[src/rtl/uart_tx.sv]
// UART transmitter: start, 8 data bits (LSB/MSB first), even parity, 1/1.5/2 stop bits.
// Optional line-break forcing is built when UART_TX_BREAK_EN is defined.
module uart_tx (
  input  logic        i_clk,
  input  logic        i_nrst,
  input  logic [31:0] i_bit_length,
  input  logic        i_msb_first,
  input  logic [1:0]  i_stop_bit_mode,
  input  logic        i_hw_flow_control_enable,
  input  logic        i_cts_n,
  input  logic        i_tx_valid,
  input  logic [7:0]  i_tx_word,
  output logic        o_tx_ready,
  output logic        o_tx,
  output logic        o_tx_started,
  output logic        o_tx_done
`ifdef UART_TX_BREAK_EN
  ,
  input  logic        i_break
`endif
);

  typedef enum logic [2:0] {
    StIdle, StWaitCts, StStart, StData, StParity, StStop, StStop2
  } state_e;

  state_e      state_q, state_d;
  logic [31:0] cnt_q, cnt_d;
  logic [31:0] len_q, len_d;
  logic [2:0]  bit_idx_q, bit_idx_d;
  logic [7:0]  word_q, word_d;
  logic        parity_q, parity_d;
  logic        msb_q, msb_d;
  logic [1:0]  stop_q, stop_d;
  logic        tx_q, tx_d;
  logic        started_q, started_d;

  logic        accept;
  logic        bit_end;
  logic [31:0] len_in;
  logic [31:0] half_len;
  logic [2:0]  first_idx;
  logic [2:0]  last_idx;
  logic [2:0]  next_idx;
  logic        final_stop;

  assign len_in     = (i_bit_length == 32'd0) ? 32'd1 : i_bit_length;
  assign half_len   = (len_q[31:1] == 31'd0) ? 32'd1 : {1'b0, len_q[31:1]};
  assign bit_end    = (cnt_q == 32'd0);
  assign first_idx  = msb_q ? 3'd7 : 3'd0;
  assign last_idx   = msb_q ? 3'd0 : 3'd7;
  assign next_idx   = msb_q ? (bit_idx_q - 3'd1) : (bit_idx_q + 3'd1);
  assign final_stop = (state_q == StStop2) || ((state_q == StStop) && (stop_q == 2'b00));

`ifdef UART_TX_BREAK_EN
  assign o_tx_ready = (state_q == StIdle) && !i_break;
  assign o_tx_done  = final_stop && bit_end && !i_break;
`else
  assign o_tx_ready = (state_q == StIdle);
  assign o_tx_done  = final_stop && bit_end;
`endif

  assign accept       = i_tx_valid && o_tx_ready;
  assign o_tx         = tx_q;
  assign o_tx_started = started_q;

  always_comb begin
    state_d   = state_q;
    cnt_d     = cnt_q;
    len_d     = len_q;
    bit_idx_d = bit_idx_q;
    word_d    = word_q;
    parity_d  = parity_q;
    msb_d     = msb_q;
    stop_d    = stop_q;
    tx_d      = tx_q;
    started_d = 1'b0;

    unique case (state_q)
      StIdle: begin
        tx_d = 1'b1;
        if (accept) begin
          word_d   = i_tx_word;
          parity_d = ^i_tx_word;
          len_d    = len_in;
          msb_d    = i_msb_first;
          stop_d   = i_stop_bit_mode;
          if (!i_hw_flow_control_enable || !i_cts_n) begin
            state_d   = StStart;
            tx_d      = 1'b0;
            cnt_d     = len_in - 32'd1;
            started_d = 1'b1;
          end else begin
            state_d = StWaitCts;
          end
        end
      end
      StWaitCts: begin
        tx_d = 1'b1;
        if (!i_cts_n) begin
          state_d   = StStart;
          tx_d      = 1'b0;
          cnt_d     = len_q - 32'd1;
          started_d = 1'b1;
        end
      end
      StStart: begin
        if (bit_end) begin
          state_d   = StData;
          bit_idx_d = first_idx;
          tx_d      = word_q[first_idx];
          cnt_d     = len_q - 32'd1;
        end else begin
          cnt_d = cnt_q - 32'd1;
        end
      end
      StData: begin
        if (bit_end) begin
          cnt_d = len_q - 32'd1;
          if (bit_idx_q == last_idx) begin
            state_d = StParity;
            tx_d    = parity_q;
          end else begin
            bit_idx_d = next_idx;
            tx_d      = word_q[next_idx];
          end
        end else begin
          cnt_d = cnt_q - 32'd1;
        end
      end
      StParity: begin
        if (bit_end) begin
          state_d = StStop;
          tx_d    = 1'b1;
          cnt_d   = len_q - 32'd1;
        end else begin
          cnt_d = cnt_q - 32'd1;
        end
      end
      StStop: begin
        tx_d = 1'b1;
        if (bit_end) begin
          if (stop_q == 2'b00) begin
            state_d = StIdle;
          end else begin
            state_d = StStop2;
            // Mode 10 gives a half-length second stop bit (1.5 stop bits total).
            cnt_d   = (stop_q == 2'b10) ? (half_len - 32'd1) : (len_q - 32'd1);
          end
        end else begin
          cnt_d = cnt_q - 32'd1;
        end
      end
      StStop2: begin
        tx_d = 1'b1;
        if (bit_end) begin
          state_d = StIdle;
        end else begin
          cnt_d = cnt_q - 32'd1;
        end
      end
      default: begin
        state_d = StIdle;
        tx_d    = 1'b1;
      end
    endcase

`ifdef UART_TX_BREAK_EN
    if (i_break) begin
      state_d   = StIdle;
      tx_d      = 1'b0;
      cnt_d     = 32'd0;
      started_d = 1'b0;
    end
`endif
  end

  always_ff @(posedge i_clk) begin
    if (!i_nrst) begin
      state_q   <= StIdle;
      cnt_q     <= 32'd0;
      len_q     <= 32'd0;
      bit_idx_q <= 3'd0;
      word_q    <= 8'd0;
      parity_q  <= 1'b0;
      msb_q     <= 1'b0;
      stop_q    <= 2'b00;
      tx_q      <= 1'b1;
      started_q <= 1'b0;
    end else begin
      state_q   <= state_d;
      cnt_q     <= cnt_d;
      len_q     <= len_d;
      bit_idx_q <= bit_idx_d;
      word_q    <= word_d;
      parity_q  <= parity_d;
      msb_q     <= msb_d;
      stop_q    <= stop_d;
      tx_q      <= tx_d;
      started_q <= started_d;
    end
  end

endmodule

[config.mk]
export PLATFORM = sky130hd
export DESIGN_NAME = uart_tx
export DESIGN_NICKNAME = d
export VERILOG_FILES = /design/src/rtl/uart_tx.sv
export SDC_FILE = /design/constraint.sdc
export NUM_CORES = 1
export LEC_CHECK = 0
export CAP_MARGIN = 20
export CORE_UTILIZATION = 35
export DETAILED_ROUTE_END_ITERATION = 12
export PLACE_DENSITY = 0.55
export SLEW_MARGIN = 20
export SYNTH_ARGS = -nofsm -noshare
export SYNTH_HDL_FRONTEND = slang
export SYNTH_SLANG_ARGS = --single-unit
[constraint.sdc]
create_clock -name i_clk -period 3.1 [get_ports i_clk]
set_input_delay 0.62 -clock i_clk [delete_from_list [all_inputs] [get_ports i_clk]]
set_output_delay 0.62 -clock i_clk [all_outputs]
set_load 0.05 [all_outputs]
==> impl_metrics.env, run 1 <==
export IMPL_ff2ff_path_depth=9
export IMPL_grt_pass1_wl_um=48000
export IMPL_cpLargestDelayFamily="simple AND/OR/NAND/NOR gates"
export IMPL_path_max_fanout=6
export IMPL_timing_rr_start="cnt_q[0]"
export IMPL_netSwitchingPower_w=0.00409
export IMPL_final_nets=1254
export IMPL_min_path_cells=2
export IMPL_yosys_top_cells_area="dfxtp_1 (23%), nand2_1 (7.7%), a21oi_1 (7.5%), xnor2_1 (7.0%), nor2_1 (4.3%)"
export IMPL_drt_wl_total_um=31300
export IMPL_register_area_um2=1680
export IMPL_syn_area_um2=7380
export IMPL_fin_crit_sh=0.964
export IMPL_routabilityCongestion=0.988
export IMPL_min_to="word_q[5]"
export IMPL_slowest_stage="or4_1"
export IMPL_numClockSinks=84
export IMPL_fp_row_count=52
export IMPL_yosysMostFrequentCell="nand2_1"
export IMPL_whs_ns=0.457
export IMPL_multi_input_area_um2=5400
export IMPL_h_tree_depth=3
export IMPL_route_vias_total=8870
export IMPL_dieArea_um2=21700
export IMPL_crit_path_end_kind="flop"
export IMPL_p_comb_frac=0.644
export IMPL_hold_path_class="flop to flop"
export IMPL_pre_cts_ws_ns=-0.413
export IMPL_max_freq_ghz=0.335
export IMPL_outcome="finished, final reports clean"
export IMPL_die_h_um=147
export IMPL_cap_viol_max_count=0
export IMPL_syn_inst=1057
export IMPL_start_util=0.361
export IMPL_synth_seq_area_share=0.228
export IMPL_synth_nets=1110
export IMPL_synth_edff_count=0
export IMPL_route_detailed_drc=0
export IMPL_clk_latency_ns=0.36
export IMPL_yosys_area_top_type_share=0.228
export IMPL_crit_required_ns=3.33
export IMPL_hold_viol_final=0
export IMPL_fp_dieW_um=147
export IMPL_synth_cell_type_count=79
export IMPL_r2r_end="cnt_q[13]"
export IMPL_grt_pass1_vias=7950
export IMPL_worstHoldStart="word_q[5]"
export IMPL_grt_use_met1=0.423
export IMPL_p_leak_nw=3.54
export IMPL_port_buffers=51
export IMPL_place_inst=1458
export IMPL_antenna_found_initial=0
export IMPL_clockPowerShare=0.138
export IMPL_tightest_slew_ns=0.854
export IMPL_first_iter_violations=1177
export IMPL_setup_viol=0
export IMPL_final_core_utilization=0.470
export IMPL_layout_setup_ws_ns=0.111
export IMPL_swShare=0.506
export IMPL_viasPerCell=6.01
export IMPL_seqPwrFrac=0.218
export IMPL_period_needed_ns=2.99
export IMPL_cts_tree="built"
export IMPL_synth_flop_cell="dfxtp_1"
export IMPL_final_layout_size_suffix_gt1_frac=0.189
export IMPL_ys_seq_elements=84
export IMPL_cts_buffers=9
export IMPL_firstDrtPassIters=7
export IMPL_cp_arrival_ns=3.22
export IMPL_n_fill_cell=2141
export IMPL_yosys_top_cells_count="nand2_1 (152), a21oi_1 (111), dfxtp_1 (84), nor2_1 (84), clkbuf_1 (66)"
export IMPL_grtUsageMet2=0.410
export IMPL_clkTransAtPathRegs_ns=0.07
export IMPL_yosysWarnings=0
export IMPL_relSlewSlack=0.425
export IMPL_avgRoutedWirePerCell_um=21.2
export IMPL_cts_buffer_depth=2
export IMPL_async_flop_share=0
export IMPL_clock_skew_ns=0.00991
export IMPL_grt_total_usage=0.290
export IMPL_layout_cells_non_filler=1476
export IMPL_syn_area_per_cell_um2=6.98
export IMPL_crit_type="input port to flop"
export IMPL_num_antenna_cells=0
export IMPL_r2r_slack_ns=0.13
export IMPL_grt_setup_unrepaired="no"
export IMPL_root_buffer="clkbuf_16"
export IMPL_dpl_cell_area_um2=9210
export IMPL_hold_buffers=0
export IMPL_grt_max_degree=47
export IMPL_yosysTopAreaCell="dfxtp_1"
export IMPL_startpoint_type="input port"
export IMPL_slew_violations=0
export IMPL_overflow=0
export IMPL_powerDensity_nw_per_um2=843
export IMPL_core_um2=20400
export IMPL_critPathMaxStageDelay_ns=0.57
export IMPL_busiest_layer="met1"
export IMPL_path_cells="clkdlybuf4s50_1 > or4_1 > nor2_1 > and2_4 > a21oi_2 > ha_2 > nand4_1 > buf_12 > buf_6 > nor4_1 > nor3_1 > a311oi_1 > o31ai_1 > a31oi_1"
export IMPL_ant_nets=0
export IMPL_intPower_w=0.00399
export IMPL_ir_worst_vdd_v=0.000355
export IMPL_dp_hpwl_um=24000
export IMPL_met3_usage=0.0543
export IMPL_worst_path_buf_inv=3
export IMPL_area_growth_pct=29.9
export IMPL_io_pins=52
export IMPL_fin_area_um2=9590
-- per-layer routing --
layer | part of all wire | vias to the layer above | routed length [µm]
li1 | - | 4204 | -
met1 | 0.45 | 4112 | 14100
met2 | 0.42 | 473 | 13000
met3 | 0.095 | 81 | 2960
met4 | 0.040 | 0 | 1250
met5 | 0 | - | 0
-- logic make-up after synthesis --
| kind of cell | after synthesis | share of synthesized area |
|---|---|---|
| AND/OR/NAND/NOR | 456 | 0.312 |
| flip-flops | 84 | 0.228 |
| XOR/XNOR | 89 | 0.107 |
| adder cells (fa/ha/maj) | 6 | 0.0110 |
| multiplexers | 9 | 0.0159 |
| AO/OA/AOI/OAI | 318 | 0.275 |
| buffers and inverters | 95 | 0.0519 |
-- worst max-delay path by stage --
stage                           startpoint   endpoint  slack [ns]  depth (start not counted)
after global placement    i_bit_length[17]  cnt_q[18]       -0.35                         13
after detailed placement  i_bit_length[17]  cnt_q[16]       -0.41                         13
after CTS                 i_bit_length[17]  cnt_q[16]        0.03                         13
after floorplan           i_bit_length[13]  cnt_q[22]        0.03                         13
final                     i_bit_length[24]  cnt_q[18]        0.11                         14
after global routing             len_q[11]   cnt_q[8]        0.02                          8
-- what timing repair did --
| item | 4_1_cts | 5_1_grt |
|---|---|---|
| buffers inserted | 0 | 2 |
| resized for setup | 1 | 20 |
| pin swaps | 0 | 14 |
| endpoints found under the setup margin | 3 | 16 |
-- tightest hold or removal path, cell delays in order (launching register included) --
cell and delay [ns]:
dfxtp_1 0.31, nand2_1 0.05, a21oi_1 0.05
-- layout by cell type (no fill, tap or decap), drive strengths merged, types with 22 or more instances in the layout --
master and instances:
a21oi 111, a31oi 22, buf 166, clkdlybuf4s50 43, dfxtp 84, nand2 152, nand3 27, nor2 86
nor3 38, nor4 43, o21ai 62, or3 22, or4 22, xnor2 59, xor2 30
-- registers in the layout, indices dropped and copies added (netlist names) --
register and flops:
cnt_q 32, len_q 32, word_q 8, bit_idx_q 3
state_q 3, stop_q 2, msb_q 1, o_tx 1
o_tx_started 1, parity_q 1
-- power by group through the flow --
stage	Clock, W	Sequential, W	Combinational (W)
global route	0.00117	0.00180	0.00556
finish	0.00112	0.00176	0.00521
detailed placement	0	0.00175	0.00501
CTS	0.00113	0.00173	0.00504
floorplan	0	0.00163	0.00314
global placement	0	0.00175	0.00504
-- per-stage QoR --
stage | power (W) | TNS, ns
global route | 0.00853 | 0
global placement | 0.00679 | -5.13
finish | 0.00808 | 0
floorplan | 0.00477 | 0
detailed placement | 0.00676 | -5.78
CTS | 0.00790 | 0
-- layout make-up --
cell class | count | area share
clock buffers | 11 | 0.0263
clock inverters | 5 | 0.00417
inverters | 13 | 0.00509
multi-input cells | 878 | 0.563
flip-flops and latches | 84 | 0.175
well taps | 270 | 0.0352
repair buffers | 215 | 0.191
Power figures use the tool's default switching activity.
==> run 2: changes to the inputs <==
--- a/config.mk
+++ b/config.mk
@@ -9,6 +9,7 @@
 export CORE_UTILIZATION = 35
 export DETAILED_ROUTE_END_ITERATION = 12
 export PLACE_DENSITY = 0.55
+export SETUP_SLACK_MARGIN = 0.4
 export SLEW_MARGIN = 20
 export SYNTH_ARGS = -nofsm -noshare
 export SYNTH_HDL_FRONTEND = slang
==> run 2 against run 1 <==
Sequential share of layout area shrank 1.1 points. Maximum frequency grew 11%. Combinational power grew 8.4%. Clock power grew 5%. Critical endpoint is now cnt_q[20]. Register-to-register slack gained 0.29 ns. Clock skew grew 0.0026 ns. Global-route usage grew 1.1 points. Hold slack lost 0.0018 ns. Largest cell class unchanged. Count of clock-buffer cells in the layout shrank 2. Wire length grew 4.6%.
==> impl_metrics.env, run 2 (same netlist as run 1, synthesis figures left out) <==
export IMPL_register_area_um2=1690
export IMPL_cts_buffer_depth=2
export IMPL_cts_buffers=9
export IMPL_final_layout_size_suffix_gt1_frac=0.261
export IMPL_crit_type="input port to flop"
export IMPL_cp_arrival_ns=2.93
export IMPL_h_tree_depth=3
export IMPL_io_pins=52
export IMPL_dieArea_um2=21700
export IMPL_avgRoutedWirePerCell_um=21.8
export IMPL_n_fill_cell=2083
export IMPL_max_freq_ghz=0.371
export IMPL_cts_tree="built"
export IMPL_min_path_cells=2
export IMPL_p_leak_nw=3.92
export IMPL_grt_setup_unrepaired="yes"
export IMPL_powerDensity_nw_per_um2=841
export IMPL_path_cells="buf_6 > or3_4 > or4_4 > nor2_4 > a21oi_4 > ha_2 > nand4_1 > buf_4 > clkbuf_16 > buf_6 > nor3_2 > xnor2_1 > o22ai_1 > o21ai_1 > a31oi_1"
export IMPL_slew_violations=0
export IMPL_layout_common_cells="buf_4 (176), nand2_1 (151), a21oi_1 (108)"
export IMPL_hold_viol_final=0
export IMPL_overflow=0
export IMPL_crit_path_frequent_cell="buf_6"
export IMPL_core_um2=20400
export IMPL_routabilityCongestion=0.986
export IMPL_drt_wl_total_um=32700
export IMPL_ant_nets=0
export IMPL_grt_total_usage=0.300
export IMPL_ff2ff_path_depth=7
export IMPL_start_util=0.361
export IMPL_critPathMaxStageDelay_ns=0.44
export IMPL_grt_max_degree=47
export IMPL_firstDrtPassIters=5
export IMPL_setup_viol=0
export IMPL_multi_input_area_um2=5860
export IMPL_crit_path_end_kind="flop"
export IMPL_clock_skew_ns=0.0125
export IMPL_grt_pass1_wl_um=49600
export IMPL_root_buffer="clkbuf_16"
export IMPL_reg_top3="cnt_q: 32 flops, len_q: 32 flops, word_q: 8 flops"
export IMPL_fp_dieW_um=147
export IMPL_route_vias_total=9167
export IMPL_port_buffers=51
export IMPL_dp_hpwl_um=24500
export IMPL_fin_crit_sh=0.869
export IMPL_numClockSinks=84
export IMPL_final_nets=1277
export IMPL_antenna_found_initial=0
export IMPL_crit_required_ns=3.34
export IMPL_tightest_slew_ns=0.742
export IMPL_outcome="finished, final reports clean"
export IMPL_first_iter_violations=1095
export IMPL_period_needed_ns=2.69
export IMPL_num_antenna_cells=0
export IMPL_grt_pass1_vias=8333
export IMPL_fin_setup_tns_ns=0
export IMPL_die_h_um=147
export IMPL_viasPerCell=6.12
export IMPL_hold_path_class="flop to flop"
export IMPL_cap_viol_max_count=0
export IMPL_slowest_stage="or4_4"
export IMPL_clkTransAtPathRegs_ns=0.07
export IMPL_clk_latency_ns=0.36
export IMPL_path_max_fanout=5
export IMPL_r2r_slack_ns=0.42
export IMPL_relSlewSlack=0.504
export IMPL_fp_row_count=52
export IMPL_startpoint_type="input port"
export IMPL_ir_worst_vdd_v=0.000362
export IMPL_area_growth_pct=39.1
export IMPL_whs_ns=0.456
export IMPL_route_detailed_drc=0
export IMPL_final_common_cell="buf_4"
==> run 2: power by group <==
part / switching (W) / total, W / internal, W / leakage, nW
registers: 0.000435 / 0.00181 / 0.00138 / 0.693
clock network: 0.000539 / 0.00118 / 0.000639 / 0.149
logic: 0.00339 / 0.00565 / 0.00226 / 3.08
==> run 2: final timing paths <==
check                                 startpoint        end
worst min-delay path                   word_q[4]  word_q[4]
worst max register to register          len_q[1]  cnt_q[21]
worst min register to register         word_q[4]  word_q[4]
worst max-delay path            i_bit_length[13]  cnt_q[20]
==> run 2: metal layers <==
metal | GRT usage | up-vias | wire length (µm)
met3 | 0.0665 | 76 | 3230
met4 | 0.113 | 0 | 1110
li1 | - | 4257 | -
met1 | 0.430 | 4341 | 14600
met5 | 0 | - | 0
met2 | 0.434 | 493 | 13800
==> run 2: final cells by class <==
cell class	instances	share of cell area
well taps	270	0.0329
multi-input cells	878	0.570
repair buffers	238	0.198
clock buffers	9	0.0219
clock inverters	7	0.00780
inverters	13	0.00475
flip-flops and latches	84	0.164
==> run 2: through the flow <==
stage               std cells  worst slack [ns]  area, µm²  utilization  power, W
global placement         1450            -0.301       9190        0.450   0.00688
floorplan                1057             0.100       7500            -   0.00486
detailed placement       1450            -0.384       9190        0.450   0.00685
finish                   1499             0.406      10300        0.503   0.00864
global route             1499             0.287      10300        0.503   0.00909
CTS                      1487             0.228       9880        0.483   0.00828
==> run 2: timing repair <==
item,CTS,global route
hold buffers,0,0
pin swaps,38,47
setup endpoints to repair,33,32
buffers inserted,20,12
gates cloned,1,0
resized for setup,74,76
==> run 2: worst max-delay path, delay by kind of cell <==
kind | cells | cell delay, ns
and+or+nand+nor | 5 | 1.14
buffers and inverters | 4 | 0.48
AOI/OAI and AO/OA | 4 | 0.36
adders and majority gates | 1 | 0.17
xor gates and xnor gates | 1 | 0.15
==> edit: new RTL, settings of run 1 <==
Encoding of `state_e`: now Gray code (3 bits for 7 states).
--- a/src/rtl/uart_tx.sv
+++ b/src/rtl/uart_tx.sv
@@ -23,3 +23,3 @@
   typedef enum logic [2:0] {
-    StIdle, StWaitCts, StStart, StData, StParity, StStop, StStop2
+    StIdle = 3'b000, StWaitCts = 3'b001, StStart = 3'b011, StData = 3'b010, StParity = 3'b110, StStop = 3'b111, StStop2 = 3'b101
   } state_e;
Function: no difference found for any inputs over 10 cycles, from zero or initial values and one cycle with i_nrst low; not proved beyond that.
==> edit against run 1 <==
Design area is 7.0% lower. Sequential cell count unchanged. Clock power increased by 16%. Synthesized area decreased by 7.6%. Setup slack got worse by 110 ps. Wire length fell by 16%. Cell count shrank 7.7%. Total power down 33%. Highest routed layer unchanged.
==> edit: results (changes against run 1) <==
[global_routing] met3 usage 5.670% [+0.24 points]
[route] detailed-routed wire length on met3 2.149 mm [-27%]
[route] average wire per cell in the routed design 19.35 um [-8.7%]
[synthesis] sequential cell area fraction in the yosys report 24.66% [+1.9 points]
[route] total vias in the final route 7,786 [-12%]
[finish] net count of the finished layout 1,150 [-8.3%]
[placed_design] instance count after placement with tap cells included 1,335 [-8.4%]
[finish] Data buffer area share 16.74% [-2.3 points]
[synthesis] Gate Count Post-Synth 967 [-8.5%]
[synthesis] share of the synthesized netlist area taken by xor and xnor gates 11.69% [+1.0 points]
[global_routing] met2 usage 39.88% [-1.1 points]
[global_routing] Total Routing Usage GR 27.21% [-1.8 points]
[critical_path] largest driver fanout on the critical path 2 [-4]
[critical_path] Max stage delay on crit path 530 ps [-40 ps]
[power] leakage power total 3.368 nW [-4.7%]
[placed_design] post-detail-place hpwl 19.93 mm [-17%]
[global_routing] largest net degree at the start of global routing 43 [-8.5%]
[floorplanning] area of the core 18,890 um^2 [-7.5%]
[outcome] run status complete, no violations
[critical_path] Slowest-stage cell, CP or4_4
[global_routing] global routing usage on met1 39.19% [-3.1 points]
[synthesis] Synth top cells by count nand2_1 (151), dfxtp_1 (84), a21oi_1 (79)
[sta] measured slew at the worst slew-check pin 725.5 ps [-128.6 ps]
[synthesis] mux contribution to synthesized area 1.890% [+0.30 points]
[sta] worst-case clock skew 8.119 ps [-1.796 ps]
[global_routing] first-pass GRT wire length 41.69 mm [-13%]
[critical_path] signal arrival time at the worst endpoint 2480 ps [-740 ps]
[finish] final-layout clock buffer total 10 [-1]
[finish] share of cell area taken by multi-input logic gates 56.26% [about the same]
[finish] share of the core filled with cells in the final layout 47.23% [+0.27 points]
[placed_design] Cell Area, Placed 8429 um^2 [-8.5%]
[finish] non-filler instance count after layout 1,362 [-7.7%]
[finish] count of multi-input gates 795 [-9.5%]
[synthesis] compound-cell area share of the yosys netlist 25.56% [-1.9 points]
[placed_design] final weighted congestion in routability-driven placement 0.9480 [-4.1%]
[route] detailed-router iteration count before antenna repair 5 [-2]
[power] worst vdd ir 0.2759 mV [-22%]
## edit: final timing paths
| path | from | end | slack, ps | cells past startpoint |
|---|---|---|---|---|
| worst min-delay path | word_q[1]$_SDFFE_PN0P_ | word_q[1]$_SDFFE_PN0P_ | 460 | 2 |
| worst max register to register | cnt_q[13]$_SDFFE_PN0P_ | cnt_q[12]$_SDFFE_PN0P_ | 20 | 9 |
| worst max-delay path | cnt_q[13]$_SDFFE_PN0P_ | o_tx_done | 2 | 6 |
| worst min register to register | word_q[1]$_SDFFE_PN0P_ | word_q[1]$_SDFFE_PN0P_ | 460 | 2 |
## edit: critical path, delay by kind of cell (launching register included)
family,cells,cell delay (ps)
buffers and inverters,2,300
DFF,1,320
and+or+nand+nor,4,1500
## edit: power breakdown
group / switching, mW / internal, mW
registers: 0.206 / 1.25
logic: 1.60 / 1.08
clock network: 0.495 / 0.810
total: 2.30 / 3.15
## edit: timing repair
action	4_1_cts	5_1_grt
setup buffers	8	4
endpoints found under the setup margin	14	22
gates resized for setup	90	52
pin swaps	19	20
